## config.mk

```make
export PLATFORM = sky130hd
export DESIGN_NAME = mux4way_collector_flat
export DESIGN_NICKNAME = d
export VERILOG_FILES = /design/src/rtl/mux4way_collector_pkg.sv /design/src/rtl/mux4way_collector_if.sv /design/src/rtl/mux4way_collector_rr_pick4.sv /design/src/rtl/mux4way_collector.sv /design/src/flat_wrapper.sv
export SDC_FILE = /design/constraint.sdc
export NUM_CORES = 1
export LEC_CHECK = 0
export ABC_AREA = 0
export CAP_MARGIN = 20
export CORE_MARGIN = 5
export CORE_UTILIZATION = 38
export DETAILED_ROUTE_END_ITERATION = 8
export PLACE_DENSITY_LB_ADDON = 0.1
export SYNTH_ARGS = -nofsm -noshare
export SYNTH_HDL_FRONTEND = slang
export SYNTH_SLANG_ARGS = --single-unit
export TNS_END_PERCENT = 5
```

## constraint.sdc

```tcl
create_clock -name clk -period 3.3 [get_ports clk]
set_input_delay 0.66 -clock clk [delete_from_list [all_inputs] [get_ports clk]]
set_output_delay 0.66 -clock clk [all_outputs]
set_load 0.1 [all_outputs]
```

## src/rtl/mux4way_collector_pkg.sv

```systemverilog
// rtl/mux4way_collector_pkg.sv - shared constants and helpers for the 4-way collector
package mux4way_collector_pkg;

  localparam int NUM_CH    = 4;
  localparam int SEL_W     = 2;
  localparam int HACK_WORD = 16;

  typedef logic [SEL_W-1:0] ch_idx_t;

  // Rotating channel index; the 2-bit truncation gives the 3->0 wrap for free.
  function automatic ch_idx_t rot_idx(input ch_idx_t base, input int k);
    return ch_idx_t'(int'(base) + k);
  endfunction

endpackage

```

## src/rtl/mux4way_collector_if.sv

```systemverilog
// rtl/mux4way_collector_if.sv - four producer channels plus one tagged consumer channel
interface mux4way_collector_if
  import mux4way_collector_pkg::*;
#(
  parameter int WIDTH = HACK_WORD
);

  logic [NUM_CH-1:0] in_valid;
  logic [NUM_CH-1:0] in_ready;
  logic [WIDTH-1:0]  in_data0;
  logic [WIDTH-1:0]  in_data1;
  logic [WIDTH-1:0]  in_data2;
  logic [WIDTH-1:0]  in_data3;
  logic              out_valid;
  logic              out_ready;
  logic [WIDTH-1:0]  out_data;
  ch_idx_t           out_sel;

  modport master (
    output in_valid, in_data0, in_data1, in_data2, in_data3, out_ready,
    input  in_ready, out_valid, out_data, out_sel
  );

  modport slave (
    input  in_valid, in_data0, in_data1, in_data2, in_data3, out_ready,
    output in_ready, out_valid, out_data, out_sel
  );

endinterface

```

## src/rtl/mux4way_collector_rr_pick4.sv

```systemverilog
// rtl/mux4way_collector_rr_pick4.sv - combinational round-robin picker over four requests
module rr_pick4
  import mux4way_collector_pkg::*;
(
  input  logic [NUM_CH-1:0] req,
  input  ch_idx_t           last,
  output logic [NUM_CH-1:0] gnt_oh,
  output ch_idx_t           gnt_idx,
  output logic              any
);

  // Scan starts one past the previous winner so it gets lowest priority.
  always_comb begin
    gnt_oh  = '0;
    gnt_idx = '0;
    any     = 1'b0;
    for (int k = 1; k <= NUM_CH; k++) begin
      if (!any && req[rot_idx(last, k)]) begin
        any     = 1'b1;
        gnt_idx = rot_idx(last, k);
      end
    end
    if (any) begin
      gnt_oh[gnt_idx] = 1'b1;
    end
  end

endmodule

```

## src/rtl/mux4way_collector.sv

```systemverilog
// rtl/mux4way_collector.sv - fair 4:1 stream collector with one registered output stage
module mux4way_collector
  import mux4way_collector_pkg::*;
#(
  parameter int WIDTH = HACK_WORD
)
(
  input  logic                 clk,
  input  logic                 rst_n,
  mux4way_collector_if.slave   io_bus
);

  logic              r_out_valid;
  logic [WIDTH-1:0]  r_out_data;
  ch_idx_t           r_out_sel;
  ch_idx_t           r_last_grant;

  logic              w_can_load;
  logic [NUM_CH-1:0] w_req;
  logic [NUM_CH-1:0] w_gnt_oh;
  ch_idx_t           w_gnt_idx;
  logic              w_any;
  logic [WIDTH-1:0]  w_mux_data;

  assign w_can_load = !r_out_valid || io_bus.out_ready;
  assign w_req      = io_bus.in_valid & {NUM_CH{w_can_load}};

  rr_pick4 u_pick (
    .req     (w_req),
    .last    (r_last_grant),
    .gnt_oh  (w_gnt_oh),
    .gnt_idx (w_gnt_idx),
    .any     (w_any)
  );

  always_comb begin
    w_mux_data = io_bus.in_data0;
    case (w_gnt_idx)
      2'd1:    w_mux_data = io_bus.in_data1;
      2'd2:    w_mux_data = io_bus.in_data2;
      2'd3:    w_mux_data = io_bus.in_data3;
      default: w_mux_data = io_bus.in_data0;
    endcase
  end

  // last_grant resets to 3 so channel 0 is first in line after reset.
  always_ff @(posedge clk or negedge rst_n) begin
    if (!rst_n) begin
      r_out_valid  <= 1'b0;
      r_out_data   <= '0;
      r_out_sel    <= '0;
      r_last_grant <= ch_idx_t'(NUM_CH - 1);
    end else if (w_any) begin
      r_out_valid  <= 1'b1;
      r_out_data   <= w_mux_data;
      r_out_sel    <= w_gnt_idx;
      r_last_grant <= w_gnt_idx;
    end else if (io_bus.out_ready && r_out_valid) begin
      r_out_valid  <= 1'b0;
    end
  end

  // The grant would otherwise show during reset because the empty register can load.
  assign io_bus.in_ready  = w_gnt_oh & {NUM_CH{rst_n}};
  assign io_bus.out_valid = r_out_valid;
  assign io_bus.out_data  = r_out_data;
  assign io_bus.out_sel   = r_out_sel;

endmodule

```

## src/flat_wrapper.sv

```systemverilog
// flat-port wrapper written by rule: the top's interface ports become plain ports
module mux4way_collector_flat import mux4way_collector_pkg::*;
#(
  parameter int WIDTH = HACK_WORD
)
  (clk, rst_n, io_bus_in_valid, io_bus_in_data0, io_bus_in_data1, io_bus_in_data2, io_bus_in_data3, io_bus_out_ready, io_bus_in_ready, io_bus_out_valid, io_bus_out_data, io_bus_out_sel);
  mux4way_collector_if #(.WIDTH(WIDTH)) io_bus_i ();
  input  logic clk;
  input  logic rst_n;
  input wire logic [$bits(io_bus_i.in_valid)-1:0] io_bus_in_valid;
  input wire logic [$bits(io_bus_i.in_data0)-1:0] io_bus_in_data0;
  input wire logic [$bits(io_bus_i.in_data1)-1:0] io_bus_in_data1;
  input wire logic [$bits(io_bus_i.in_data2)-1:0] io_bus_in_data2;
  input wire logic [$bits(io_bus_i.in_data3)-1:0] io_bus_in_data3;
  input wire logic [$bits(io_bus_i.out_ready)-1:0] io_bus_out_ready;
  output wire logic [$bits(io_bus_i.in_ready)-1:0] io_bus_in_ready;
  output wire logic [$bits(io_bus_i.out_valid)-1:0] io_bus_out_valid;
  output wire logic [$bits(io_bus_i.out_data)-1:0] io_bus_out_data;
  output wire logic [$bits(io_bus_i.out_sel)-1:0] io_bus_out_sel;
  assign io_bus_i.in_valid = io_bus_in_valid;
  assign io_bus_i.in_data0 = io_bus_in_data0;
  assign io_bus_i.in_data1 = io_bus_in_data1;
  assign io_bus_i.in_data2 = io_bus_in_data2;
  assign io_bus_i.in_data3 = io_bus_in_data3;
  assign io_bus_i.out_ready = io_bus_out_ready;
  assign io_bus_in_ready = io_bus_i.in_ready;
  assign io_bus_out_valid = io_bus_i.out_valid;
  assign io_bus_out_data = io_bus_i.out_data;
  assign io_bus_out_sel = io_bus_i.out_sel;
  mux4way_collector #(.WIDTH(WIDTH)) u_core (.clk(clk), .rst_n(rst_n), .io_bus(io_bus_i));
endmodule
```

==> results_dict.tcl <==
set metrics [dict create \
    drt_iter0_drc 46 \
    grt_pass1_wl_um 7060 \
    synth_xor_xnor_area_share_pct 0 \
    synth_edf_count 0 \
    path_cells "clkdlybuf4s50_1, mux4_2, a31oi_4, mux2i_4, nor3b_4, buf_12" \
    syn-instance-count 149 \
    htreeDepth 1 \
    power_density_mw_per_mm2 928 \
    finish.utilization_pct 64.7 \
    place_congestion 0.798 \
    synth.most_common_cell "mux2i_1" \
    crit_arrival_ns 2.57 \
    syn2layout_area_growth_pct 63.8 \
    clk_path_buf_depth 2 \
    worstSetupStartpointType "input port" \
    cp_max_fo 4 \
    first_pass_iters 4 \
    layout.nets 318 \
    die_h_um 74.9 \
    multi_input_area_um2 955 \
    critPathSlowestCell "mux4_2" \
    path_depth 6 \
    clk_pin_slew_ns 0.08 \
    num_rows 23 \
    wl_per_cell_um 15.1 \
    track_usage_pct 16.1 \
    syn_nets 220 \
    synth_compound_area_share_pct 14.2 \
    yosysWarnings 0 \
    max_freq_mhz 310 \
    hold-path-cell-count 2 \
    routed_wl_um 4480 \
    syn_area_per_cell_um2 10.8 \
    ir_drop_uv 421 \
    grt_pass1_vias 1551 \
    netlist.top_cell.by_area "dfrtp_1" \
    seq_area_um2 528 \
    seq_area_frac_synth_pct 32.9 \
    nFillCells 316 \
    tightest_slew_ns 0.349 \
    fp.dieArea_mm2 0.00562 \
    cp_slowest_stage_delay_ns 0.51 \
    dp_hpwl_um 3570 \
    die_x_um 74.9 \
    synth-main-ff-cell "dfrtp_1" \
    r2r.worst_path.cells 7 \
    insertion_delay_ns 0.26 \
    ant_nets 0 \
    worst_ep_required_time_ns 2.64 \
    cts_root_buf "clkbuf_8" \
    vias 1554 \
    drc 0 \
    holdWs_ns 0.498 \
    ys_top_cells_by_count "mux2i_1 (33), dfrtp_1 (19), nor2_1 (19), a221o_1 (16), nor3_1 (12)" \
    grt_max_degree 31 \
    crit_family "multiplexers" \
    hold_viol 0 \
    fin_crit_sh_pct 97.7 \
    p_leak_nw 1.21 \
    rsz0062_at_grt "no" \
    cp_num_buf_inv 2 \
    maxCapViolations 0 \
    slew_headroom_pct 76.7 \
    hold_path_class "reg -> reg" \
    numPortBuffers 93 \
    io_pins 94 \
    setup_viol 0 \
    synthAdderAreaFrac_pct 0 \
    synth-simple-area-share_pct 17.0 \
    diodes 0 \
    finalCriticalPeriod_ns 3.23 \
    syn-cell-area_mm2 0.00160 \
    final_layout_size_suffix_gt1_share_pct 23.6 \
    yosysTopAreaCellShare_pct 29.7 \
    initial_utilization_pct 39.5 \
    finalMaxSlewViolations 0 \
    grt_overflow_total 0 \
    ys_ff_latch 21 \
    synthArstFlopShare_pct 100 \
    cts_tree "yes" \
    synth_mux_area_share_pct 24.8 \
    viasPerCell 5.25 \
    skew_ns 0.00461 \
    ys_types 32 \
    cts_inserted_buffers 3 \
    status "finished clean" \
    ctsHoldBuffers 0 \
    synth_top_family_by_area "multiplexers" \
    core_area_mm2 0.00406 \
    crit_type "in -> out" \
    synth_area_leaders "dfrtp_1 (30%), mux2i_1 (21%), a221o_1 (10%)" \
    crit_path_end_kind "primary output" \
    clock-sinks 21 \
    antenna_found_initial 0 \
]
[cells in the final DEF (no fill, tap or decap), types with 2 or more instances in the layout]
cell type	netlist	final
dfrtp_1	19	19
buf_12	1	4
a221o_1	16	16
nor3_2	5	5
nor2_1	19	18
dfstp_2	2	2
nor3_1	12	11
clkbuf_8	0	3
nand2_1	9	9
mux2_1	2	2
buf_4	1	33
mux2i_1	33	32
nand3_1	2	2
clkdlybuf4s50_1	0	69
mux4_2	2	2
[state kept, by name, summed over array words and instances (netlist names)]
signal / count
u_core.io_bus.out_sel: 2
u_core.io_bus.out_valid: 1
u_core.r_last_grant: 2
u_core.io_bus.out_data: 16
[timing repair]
item | in CTS | in global routing
buffers inserted | 2 | 0
resized for setup | 1 | 2
endpoints found under the setup margin | 2 | 4
pin swaps | 0 | 2
[worst min-delay path: cells and delay by family (launching register included)]
kind	cells	cell delay (ns)
DFF	1	0.36
and+or+nand+nor	2	0.11
[path summary, 6_finish.rpt]
path	to	slack [ns]	start
max	io_bus_in_ready[2]	0.07	io_bus_in_valid[2]
min	u_core.io_bus.out_sel[1]	0.50	u_core.io_bus.out_sel[1]
max reg2reg	u_core.io_bus.out_data[2]	0.74	u_core.r_last_grant[0]
min reg2reg	u_core.io_bus.out_sel[1]	0.50	u_core.io_bus.out_sel[1]
max in group asynchronous	u_core.r_last_grant[1]	2.20	rst_n
min in group asynchronous	u_core.io_bus.out_valid	0.82	rst_n
[power by group]
group          switching (W)  internal [W]  total, W
Sequential         0.0000893      0.000385  0.000474
Clock              0.0000894     0.0000861  0.000175
Combinational        0.00124      0.000543   0.00179
[layout make-up]
class / count / area share (%)
Timing Repair Buffer: 107 / 39.3
Multi-Input combinational cell: 113 / 36.4
Sequential cell: 21 / 20.1
Tap cell: 50 / 2.38
Clock buffer: 4 / 1.72
Inverter: 1 / 0.143
[routing by layer]
metal / part of all wire (%) / GRT usage (%) / vias to the layer above / routed length [um]
met5: 0 / 0 / - / 0
met4: 0.85 / 2.96 / 0 / 38
met3: 9.7 / 5.34 / 4 / 435
met2: 53 / 28.4 / 61 / 2360
met1: 37 / 19.0 / 734 / 1650
li1: - / - / 755 / -
[stage by stage]
step                area, um2  worst slack, ns  setup TNS, ns  total power, W  instances
finish                   2630           0.0745              0         0.00244        296
global route             2630          0.00191              0         0.00255        296
CTS                      2610          0.00202              0         0.00244        296
detailed placement       2550          -0.0634        -0.0928         0.00223        290
global placement         2550          -0.0143        -0.0143         0.00221        290
floorplan                1620           -0.366         -0.592         0.00188        149
[cells by family (layout without fill, tap and decap cells)]
| kind of cell | count (synthesis) | in the layout |
|---|---|---|
| buffers and inverters | 15 | 112 |
| AO/OA/AOI/OAI | 23 | 23 |
| flip-flops | 21 | 21 |
| multiplexers | 37 | 37 |
| AND/OR/NAND/NOR | 53 | 53 |
Note: power is estimated with default switching activity, not from simulation.
